===== src/rtl/quad_step_decoder.sv =====
// Quadrature phase reader: synchronises and glitch-filters an A/B pair, then
// decodes the Gray sequence into signed position, direction, step interval and stall status.
module quad_step_decoder #(
    parameter int FILTER_LEN   = 4,
    parameter int POS_WIDTH    = 16,
    parameter int PERIOD_WIDTH = 24,
    parameter int STALL_CYCLES = 2700000
) (
    input  logic                        clk,
    input  logic                        rst,
    input  logic                        phase_a,
    input  logic                        phase_b,
    input  logic                        clear,
    input  logic                        err_clear,
    output logic signed [POS_WIDTH-1:0] position,
    output logic                        direction,
    output logic                        step_valid,
    output logic [PERIOD_WIDTH-1:0]     step_period,
    output logic                        stalled,
    output logic                        illegal_err
);

    localparam int CNT_W = $clog2(FILTER_LEN + 1);
    localparam logic [CNT_W-1:0]        FILT_MAX  = CNT_W'(FILTER_LEN);
    localparam logic [PERIOD_WIDTH-1:0] STALL_MAX = PERIOD_WIDTH'(STALL_CYCLES);

    typedef enum logic {INIT, TRACK} dec_state_t;

    logic [1:0]       sync1, sync2;
    logic [1:0]       cand, cand_next;
    logic [CNT_W-1:0] filt_cnt, cnt_next;
    logic [1:0]       acc_pair;
    logic             acc_seen, acc_valid, accept;

    dec_state_t       state, state_next;
    logic [1:0]       phase_reg;
    logic [1:0]       delta;
    logic             load, step_fwd, step_rev, step, bad;

    logic [PERIOD_WIDTH-1:0] ivl_cnt;
    logic                    ivl_known;

    function automatic logic [1:0] gray_idx(input logic [1:0] ab);
        case (ab)
            2'b00:   gray_idx = 2'd0;
            2'b10:   gray_idx = 2'd1;
            2'b11:   gray_idx = 2'd2;
            default: gray_idx = 2'd3;
        endcase
    endfunction

    always_ff @(posedge clk or posedge rst) begin
        if (rst) begin
            sync1 <= 2'b00;
            sync2 <= 2'b00;
        end else begin
            sync1 <= {phase_a, phase_b};
            sync2 <= sync1;
        end
    end

    // A pair is accepted only on the edge its stable run first reaches FILTER_LEN,
    // and only if it differs from the last accepted pair (any pair counts once after reset).
    always_comb begin
        cand_next = cand;
        cnt_next  = filt_cnt;
        if (sync2 != cand) begin
            cand_next = sync2;
            cnt_next  = CNT_W'(1);
        end else if (filt_cnt != FILT_MAX) begin
            cnt_next = filt_cnt + 1'b1;
        end
        accept = (cnt_next == FILT_MAX)
               && !((filt_cnt == FILT_MAX) && (sync2 == cand))
               && (!acc_seen || (cand_next != acc_pair));
    end

    always_ff @(posedge clk or posedge rst) begin
        if (rst) begin
            cand      <= 2'b00;
            filt_cnt  <= '0;
            acc_pair  <= 2'b00;
            acc_seen  <= 1'b0;
            acc_valid <= 1'b0;
        end else begin
            cand      <= cand_next;
            filt_cnt  <= cnt_next;
            acc_valid <= accept;
            if (accept) begin
                acc_pair <= cand_next;
                acc_seen <= 1'b1;
            end
        end
    end

    always_ff @(posedge clk or posedge rst) begin
        if (rst) state <= INIT;
        else     state <= state_next;
    end

    always_comb begin
        state_next = state;
        load       = 1'b0;
        step_fwd   = 1'b0;
        step_rev   = 1'b0;
        bad        = 1'b0;
        delta      = gray_idx(acc_pair) - gray_idx(phase_reg);
        case (state)
            INIT: begin
                if (acc_valid) begin
                    load       = 1'b1;
                    state_next = TRACK;
                end
            end
            TRACK: begin
                if (acc_valid) begin
                    load = 1'b1;
                    case (delta)
                        2'd1:    step_fwd = 1'b1;
                        2'd3:    step_rev = 1'b1;
                        2'd2:    bad      = 1'b1;
                        default: ;
                    endcase
                end
            end
            default: state_next = INIT;
        endcase
        step = step_fwd | step_rev;
    end

    // Clear wins over a coincident step; a new illegal transition wins over err_clear.
    always_ff @(posedge clk or posedge rst) begin
        if (rst) begin
            phase_reg   <= 2'b00;
            position    <= '0;
            direction   <= 1'b1;
            step_valid  <= 1'b0;
            illegal_err <= 1'b0;
        end else begin
            if (load) phase_reg <= acc_pair;
            step_valid <= step;
            if (step) direction <= step_fwd;
            if (clear)         position <= '0;
            else if (step_fwd) position <= position + 1'b1;
            else if (step_rev) position <= position - 1'b1;
            if (bad)            illegal_err <= 1'b1;
            else if (err_clear) illegal_err <= 1'b0;
        end
    end

    // Interval reads all-ones when no earlier step is known or the counter saturated.
    always_ff @(posedge clk or posedge rst) begin
        if (rst) begin
            ivl_cnt     <= '0;
            ivl_known   <= 1'b0;
            step_period <= '1;
            stalled     <= 1'b1;
        end else if (step) begin
            step_period <= (!ivl_known || (ivl_cnt == STALL_MAX)) ? '1 : ivl_cnt + 1'b1;
            ivl_cnt     <= '0;
            ivl_known   <= 1'b1;
            stalled     <= 1'b0;
        end else if (ivl_cnt != STALL_MAX) begin
            ivl_cnt <= ivl_cnt + 1'b1;
            if ((ivl_cnt + 1'b1) == STALL_MAX) stalled <= 1'b1;
        end
    end

endmodule


===== config.mk =====
export PLATFORM = sky130hd
export DESIGN_NAME = quad_step_decoder
export DESIGN_NICKNAME = d
export VERILOG_FILES = /design/src/rtl/quad_step_decoder.sv
export SDC_FILE = /design/constraint.sdc
export NUM_CORES = 1
export LEC_CHECK = 0
export CAP_MARGIN = 10
export CORE_MARGIN = 2
export CORE_UTILIZATION = 57
export CTS_BUF_LIST = sky130_fd_sc_hd__clkbuf_16
export DETAILED_ROUTE_END_ITERATION = 10
export PLACE_DENSITY = 0.8
export REMOVE_ABC_BUFFERS = 1
export SYNTH_ARGS = -nofsm -noshare
export SYNTH_HDL_FRONTEND = slang
export SYNTH_SLANG_ARGS = --single-unit

===== constraint.sdc =====
create_clock -name clk -period 6 [get_ports clk]
set_clock_uncertainty 0.05 [all_clocks]
set_input_delay 1.5 -clock clk [delete_from_list [all_inputs] [get_ports clk]]
set_output_delay 1.5 -clock clk [all_outputs]
set_load 0.005 [all_outputs]

# Yosys cells after proc, flatten, opt, wreduce, memory -nomap -nowiden
# Cells that the tools add are included.
dict set report classes {
  div_mod_pow 0
  add_sub_neg 5
  n_shift 0
  mux 27
  eq_ne 16
  reduce_logical 15
  bitwise 1
  multipliers 0
  magnitude_cmp 0
}
# cell count
set op_table {}
lappend op_table {{2-to-1 mux 24 bit} 3}
lappend op_table {{== test 24 x 22 -> 1 bit (second input constant)} 2}
lappend op_table {{2-to-1 mux 16 bit} 3}
lappend op_table {{adder 24 x 1 -> 24 bit (second input constant)} 1}
lappend op_table {{inequality test 24 x 22 -> 1 bit (second input constant)} 1}
lappend op_table {{adder 16 x 1 -> 16 bit (second input constant)} 1}
lappend op_table {{2-to-1 mux 1 bit} 16}
lappend op_table {{subtractor 16 x 1 -> 16 bit (second input constant)} 1}
lappend op_table {{== test 2 bit (second input constant)} 6}
lappend op_table {{one-hot mux 2 bit (3 select lines)} 2}
lappend op_table {{== test 3 bit (second input constant)} 2}
lappend op_table {{2-to-1 mux 3 bit} 2}
lappend op_table {{nonzero test 2 bit} 3}
lappend op_table {{logical NOT 2 bit} 2}
lappend op_table {{inequality test 2 bit} 2}
lappend op_table {{adder 3 x 1 -> 3 bit (second input constant)} 1}
lappend op_table {{logical AND 1 bit} 3}
lappend op_table {{logical NOT 1 bit} 3}
lappend op_table {{inequality test 3 bit (second input constant)} 1}
lappend op_table {{nonzero test 3 bit} 1}
lappend op_table {{== test 2 x 1 -> 1 bit (second input constant)} 1}
lappend op_table {{== test 2 bit} 1}
lappend op_table {{logical OR 1 bit} 2}
lappend op_table {{2-to-1 mux 2 bit} 1}
lappend op_table {{3 further kinds} 3}
dict set report word_totals {
  ramBits 0
  romBits 0
  in_bits 6
  elab_cells 81
  latch_bits 0
  register_bits 85
  memories 0
}

# Logic depth before layout (Yosys ltp)
dict set report logic_depth {
  depth_word 10
  mapped_depth 18
}

# Worst setup path before layout
# OpenSTA, ideal clock, no wires.
dict set report synth_path {
  kind {register -> register}
  start {reg acc_pair[0]}
  end {reg position[13]}
  setup_slack_ps 1610
  arrival_ps 4246
  setup_ps 94
  synth_period_minus_slack_ps 4390
  path_stages_with_launch 17
  cell_sequence {dfrtp_1 > ha_1 > ha_1 > or2_2 > clkbuf_1 > inv_1 > clkbuf_1 > clkbuf_1 > nand2_1 > ha_1 > and3_1 > a221o_1 > nor3_1 > o311a_1 > a21oi_1 > xnor2_1 > a211oi_1}
}
dict set report synth_between {
  elab_chain_cells 9
}
# item line
set synth_rtl {}
lappend synth_rtl {{start: declaration} 32} ;# logic [1:0] acc_pair;
lappend synth_rtl {{start signal: assignment} 90} ;# acc_pair <= cand_next;
lappend synth_rtl {{== test 2 bit or logical NOT 2 bit (tied branches)} 44} ;# case (ab)
lappend synth_rtl {{one-hot mux 2 bit (3 select lines) *} 44}
lappend synth_rtl {{subtractor 2 bit *} 107} ;# delta = gray_idx(acc_pair) - gray_idx(phase_reg);
lappend synth_rtl {{== test 2 x 1 -> 1 bit} 118} ;# case (delta)
lappend synth_rtl {{2-to-1 mux 1 bit} 118}
lappend synth_rtl {{2-to-1 mux 1 bit} 116} ;# if (acc_valid) begin
lappend synth_rtl {{2-to-1 mux 1 bit} 108} ;# case (state)
lappend synth_rtl {{2-to-1 mux 16 bit} 144} ;# else if (step_fwd) position <= position + 1'b1;
lappend synth_rtl {{2-to-1 mux 16 bit} 143} ;# if (clear) position <= '0;
lappend synth_rtl {{end signal: assignment} 144}
lappend synth_rtl {{end signal: assignment} 145} ;# else if (step_rev) position <= position - 1'b1;
lappend synth_rtl {{end: declaration} 15} ;# output logic signed [POS_WIDTH-1:0] position,
# Every way passes the cells marked *; elsewhere a longest branch is shown, timed or not.
# A chain may end at the register's enable or synchronous reset.

# Worst setup path in the final report
dict set report layout_path {
  start {reg acc_pair[1]}
  end {reg position[12]}
}
# Same word-level chain as after synthesis.

==> summary.txt <==
Total GRT Usage = 23.6%
Biggest regs = ivl_cnt: 24 flops, step_period: 24 flops, position: 16 flops
Clock insertion delay at the later pin of the skew report = 0.35 ns
Setup crit end kind = register
# hold bufs at CTS = 0
Setup TNS = 0 ns
Nets = 545
Seq pwr share = 45.3%
Prevailing post-synth register cell = dfrtp_1
CTS max path bufs = 2
Die ar. = 8730 sq um
CTS buffer count = 9
Cell-internal power = 1.16 mW
Initial antenna violation count = 0
Yosys reg bits = 85
Setup CP Type = reg2reg
Clock transition at the registers of the reported paths = 0.07 ns
Synth area leader = dfrtp_1
Total power = 1.65 mW
Die Wd = 93.4 um
M1 GR Usage = 30.3%
Setup violators final = 0
Port Buffer Count = 49
H-tree levels = 3
Met2 GRT Util = 40.4%
Count leader, synth = nor2_1
Pre-antenna DRT Iters = 4
Setup crit start kind = register
Max Cap Viol = 0
Hold_sp = sync1[0]$_DFF_PP0_
Iteration-0 DRC Markers = 169
Post_cts resized = 0
Hold Fails Final Rpt = 0
Post-synth EDFFs = 0
Vias/cell = 5.78
Net switching power = 494 uW
Sequential cell area = 2160 sq um
Clock share of power = 35.6%
Synthesis warning total = 0
Footprint of the multi-input gates = 2240 sq um
Worst Setup SP = acc_pair[1]$_DFFE_PP0P_
Initial core utilization = 59.0%
Run status = completed
TritonCTS clock tree = built
Post-Syn Instances = 475
Seq/Total Area, Yosys = 47.4%
Final Cycle Share = 75.0%
GRT Residual Overflow = 0
Diodes inserted = 0
Pin count of the biggest net entering global routing = 59
Global route hottest layer = met2
Count of cell types in the netlist = 59
Via count = 3581
Met3 GRT Util = 2.90%
Area delta synth->final = 18.6%
WP data required = 6.20 ns
Vias in the first global route = 3548
DRC Markers = 0
Tmin final = 4.50 ns
Hold WC Path Type = reg2reg
Synth cell count leaders = nor2_1, dfrtp_1, a21oi_1
Final Max Slew Viols = 0
Top-area cell type share of the netlist area = 32.4%
Mapped Area = 4560 sq um
RSZ-0062 raised after global routing = no
Slew margin rel. = 36.8%
Comb pwr share = 19.1%
DP HPWL = 6510 um
# Post-CTS Setup Buffers = 0
P_leak = 2.37 nW
First-pass GRT wire length = 16500 um
CP max FO = 23
CP arrival = 4.70 ns
Async S/R FF share, synth = 100%
Site row count = 32
Switching Share = 29.9%
Synth top area cells = dfrtp_1, dfstp_2, ha_1
Pwr dens = 306 nW/um^2
Reg2Reg Launch Point = acc_pair[1]$_DFFE_PP0P_
Number of filler cells placed in the layout = 587
Core area = 7730 sq um
I/O pins = 50
Wire per inst = 15.4 um
Routed WL = 9530 um
Die height = 93.4 um
Worst-Margin Slew = 0.947 ns
Fmax = 222 MHz
Layout cell share with drive strength beyond 1 = 11.2%
Clock sink count = 85
RePlAce Congestion = 0.928
Root Driver = clkbuf_16
Post-synthesis average cell area = 9.60 sq um
Max VDD drop = 0.200 mV
Post-DRT Antenna Nets = 0
==> per-layer routing <==
layer	wire [um]	up-vias	part of all wire [%]
met5	0	-	0
li1	-	1722	-
met1	4260	1769	45
met4	159	0	1.7
met2	4820	79	51
met3	297	11	3.1
==> path summary, 6_finish.rpt <==
kind / end / slack, ns / cells after the start
min: sync2[0]$_DFF_PP0_ / 0.30 / 0
min in group asynchronous: step_valid$_DFF_PP0_ / 1.62 / 2
min reg2reg: sync2[0]$_DFF_PP0_ / 0.30 / 0
max reg2reg: position[12]$_DFFE_PP0P_ / 1.50 / 14
max: position[12]$_DFFE_PP0P_ / 1.50 / 14
max in group asynchronous: stalled$_DFFE_PP1P_ / 3.35 / 3
==> worst max-delay path, stage by stage, from the launching register on <==
cell	delay, ns
dfrtp_1	0.41
inv_1	0.07
ha_1	0.28
ha_1	0.31
or2_2	0.49
inv_1	0.14
nand2_1	0.45
ha_1	0.53
a21oi_1	0.27
a21oi_1	0.13
o21ai_0	0.36
a21oi_1	0.24
o41ai_1	0.36
xor2_1	0.12
o31ai_1	0.20
==> kinds of logic after synthesis <==
logic type | share of synthesized area, %
compound gates | 11.6
buf+inv | 3.38
mux | 0.961
simple gates | 21.9
flops | 47.4
xor+xnor | 7.49
fa+ha+maj | 7.30
==> cell type report <==
cell class	instances	share of cell area [%]
sequential	85	40.0
clock buffer	9	4.17
tap	102	2.36
clock inverter	7	1.62
timing repair buffer	51	9.35
inverter	14	0.996
multi-input combinational	352	41.5
==> cells in the final DEF, fill, tap and decap left out, types with 5 or more instances in the layout <==
cell / Yosys / layout
a21o_1: 5 / 5
a21oi_1: 49 / 49
and3_1: 7 / 7
clkbuf_16: 0 / 9
clkdlybuf4s50_1: 0 / 49
dfrtp_1: 59 / 59
dfstp_2: 26 / 26
ha_1: 25 / 25
inv_1: 14 / 13
nand2_1: 44 / 44
nand3_1: 13 / 13
nand4_1: 8 / 8
nor2_1: 64 / 64
nor3_1: 10 / 10
o21ai_0: 13 / 13
xnor2_1: 19 / 19
xor2_1: 20 / 20
==> per-stage QoR <==
| step | worst slack, ns | utilization [%] | cell area (sq um) | hold slack [ns] | std cells |
|---|---|---|---|---|---|
| finish | 1.50 | 69.9 | 5400 | 0.298 | 620 |
| global route | 1.17 | 69.9 | 5400 | 0.317 | 620 |
| CTS | 1.61 | 69.9 | 5400 | 0.297 | 620 |
| detailed placement | 1.66 | 65.9 | 5090 | 0.287 | 604 |
| global placement | 1.78 | 65.9 | 5090 | 0.285 | 604 |
| floorplan | 1.03 | - | 4460 | 0.281 | 451 |
==> power by group through the flow <==
stage          sequential [mW]  clock, mW  combinational (mW)
2_1_floorplan            0.745          0               0.201
3_3_place_gp             0.752          0               0.304
3_5_place_dp             0.757          0               0.316
4_1_cts                  0.747      0.597               0.318
5_1_grt                  0.760      0.619               0.357
6_report                 0.748      0.588               0.316
Note: power is estimated with default switching activity, not from simulation.
==> RTL change, RTL diff (config.mk and constraints unchanged) <==
Reset style: synchronous (`rst`), changed in 5 clocked blocks.
--- a/src/rtl/quad_step_decoder.sv
+++ b/src/rtl/quad_step_decoder.sv
@@ -50,5 +50,5 @@
     endfunction
 
-    always_ff @(posedge clk or posedge rst) begin
+    always_ff @(posedge clk) begin
         if (rst) begin
             sync1 <= 2'b00;
@@ -76,5 +76,5 @@
     end
 
-    always_ff @(posedge clk or posedge rst) begin
+    always_ff @(posedge clk) begin
         if (rst) begin
             cand      <= 2'b00;
@@ -94,5 +94,5 @@
     end
 
-    always_ff @(posedge clk or posedge rst) begin
+    always_ff @(posedge clk) begin
         if (rst) state <= INIT;
         else     state <= state_next;
@@ -130,5 +130,5 @@
 
     // Clear wins over a coincident step; a new illegal transition wins over err_clear.
-    always_ff @(posedge clk or posedge rst) begin
+    always_ff @(posedge clk) begin
         if (rst) begin
             phase_reg   <= 2'b00;
@@ -150,5 +150,5 @@
 
     // Interval reads all-ones when no earlier step is known or the counter saturated.
-    always_ff @(posedge clk or posedge rst) begin
+    always_ff @(posedge clk) begin
         if (rst) begin
             ivl_cnt     <= '0;
Formal check against the unedited RTL: differs if rst is asserted again (counterexample within 10 cycles, from zero or initial values and one cycle with rst high); with rst held inactive, the same outputs for 10 cycles.
==> RTL change against the unedited design <==
- sequential cell count unchanged
- sequential share of layout area fell by 5.4 points
- design area shrank 8.9%
- setup slack improved by 0.54 ns
- area after synthesis decreased by 8.1%
- worst hold slack gained 0.089 ns
- routed wire length decreased by 7.7%
- via count down 2.5%
- die area down 7.8%
- global-route usage is 1.1 points lower
- critical endpoint is now position[14]$_SDFFE_PP0N_
Power is not compared: it rests on default switching activity, and its combinational part moved more than twofold at a synthesized area within 25%.
==> RTL change: results <==
{
  "reg2reg_slack_ns": 2.04,
  "antenna_found_initial": 0,
  "place_congestion": 0.917,
  "fin_nets": 547,
  "holdWs_ns": 0.387,
  "yosysUniqueCellTypes": 57,
  "layout-drive-gt1-share_pct": 5.56,
  "combPwrFrac_pct": 3.1,
  "power.switching_mw": 0.262,
  "ys.flop_type": "dfxtp_1",
  "synth_adder_area_share_pct": 7.35,
  "vias_per_cell": 5.62,
  "p_leak_nw": 1.84,
  "status": "finished clean",
  "grt.total_usage_pct": 22.5,
  "synth.area.mux_share_pct": 1.91,
  "clkLatencyLatePin_ns": 0.34,
  "seq_area_frac_synth_pct": 40.6,
  "met1_usage_pct": 29.4,
  "n_fill_cell": 570,
  "drt_iter0_drc": 182,
  "use_met2_pct": 36.1,
  "dpl.hpwl_mm": 6.13,
  "hold_viol": 0,
  "met1_length_mm": 3.94,
  "worst-path-max-fanout": 20,
  "synth_xor_area_share_pct": 8.57,
  "wl_met2_mm": 4.26,
  "cp.arrival_ns": 4.14,
  "ys_top_cells_by_count": "dfxtp_1 (85), nor2_1 (76), a21oi_1 (41)",
  "ys_async_sr_fraction_pct": 0,
  "dr_wl_met3_um": 480,
  "worst_slew_pin_slew_ns": 0.818,
  "use_met3_pct": 4.61,
  "wirelength_mm": 8.80,
  "first_global_vias": 3273,
  "dr.pass1.iters": 5,
  "grt_max_degree": 37,
  "grt_pass1_wl_mm": 15.0,
  "synthTopCellsByArea": "dfxtp_1 (41%), ha_1 (6.9%), nor2_1 (6.8%), a21oi_1 (4.9%), xnor2_1 (4.8%)",
  "diodes": 0,
  "synth-compound-area-share_pct": 12.1,
  "path_clk_slew_ns": 0.07,
  "yosysWarnings": 0,
  "cts-resized-gates": 0
}
[RTL change: changes by cell type after synthesis, sizes merged, moves of 7 or more]
cell,change
dfrtp,-59
dfxtp,+85
nand2,-19
a21oi,-8
mux2i,+7
nor2,+12
dfstp,-26
[RTL change: through the flow]
stage / instance area [µm²] / utilization, % / std cells / worst slack (ns)
floorplan: 4010 / - / 454 / 2.14
global placement: 4650 / 64.8 / 605 / 2.20
detailed placement: 4650 / 64.8 / 605 / 2.12
CTS: 4920 / 68.6 / 621 / 2.09
global route: 4920 / 68.6 / 621 / 1.73
finish: 4920 / 68.6 / 621 / 2.04
[RTL change: cell type report]
class / instances / share of cell area, %
multi-input combinational: 352 / 45.6
clock inverter: 7 / 1.02
inverter: 17 / 1.30
clock buffer: 9 / 4.57
timing repair buffer: 52 / 10.4
tap: 99 / 2.52
sequential: 85 / 34.6
[RTL change: worst max-delay path: stages (launching register included)]
cell     delay, ns
dfxtp_1       0.40
inv_1         0.07
ha_1          0.27
ha_1          0.31
nor2_1        0.11
buf_4         0.24
and2_1        0.22
inv_1         0.26
ha_1          0.43
nor2b_1       0.16
o21a_1        0.17
o21ai_0       0.37
a31oi_1       0.21
a31oi_1       0.26
nor4_1        0.07
a211o_1       0.24
[RTL change: path summary, 6_finish.rpt]
kind	startpoint	end	cells past startpoint
setup / recovery	acc_pair[1]$_SDFFE_PP0P_	position[14]$_SDFFE_PP0N_	15
hold / removal	sync1[0]$_SDFF_PP0_	sync2[0]$_SDFF_PP0_	1
setup reg to reg	acc_pair[1]$_SDFFE_PP0P_	position[14]$_SDFFE_PP0N_	15
hold reg to reg	sync1[0]$_SDFF_PP0_	sync2[0]$_SDFF_PP0_	1
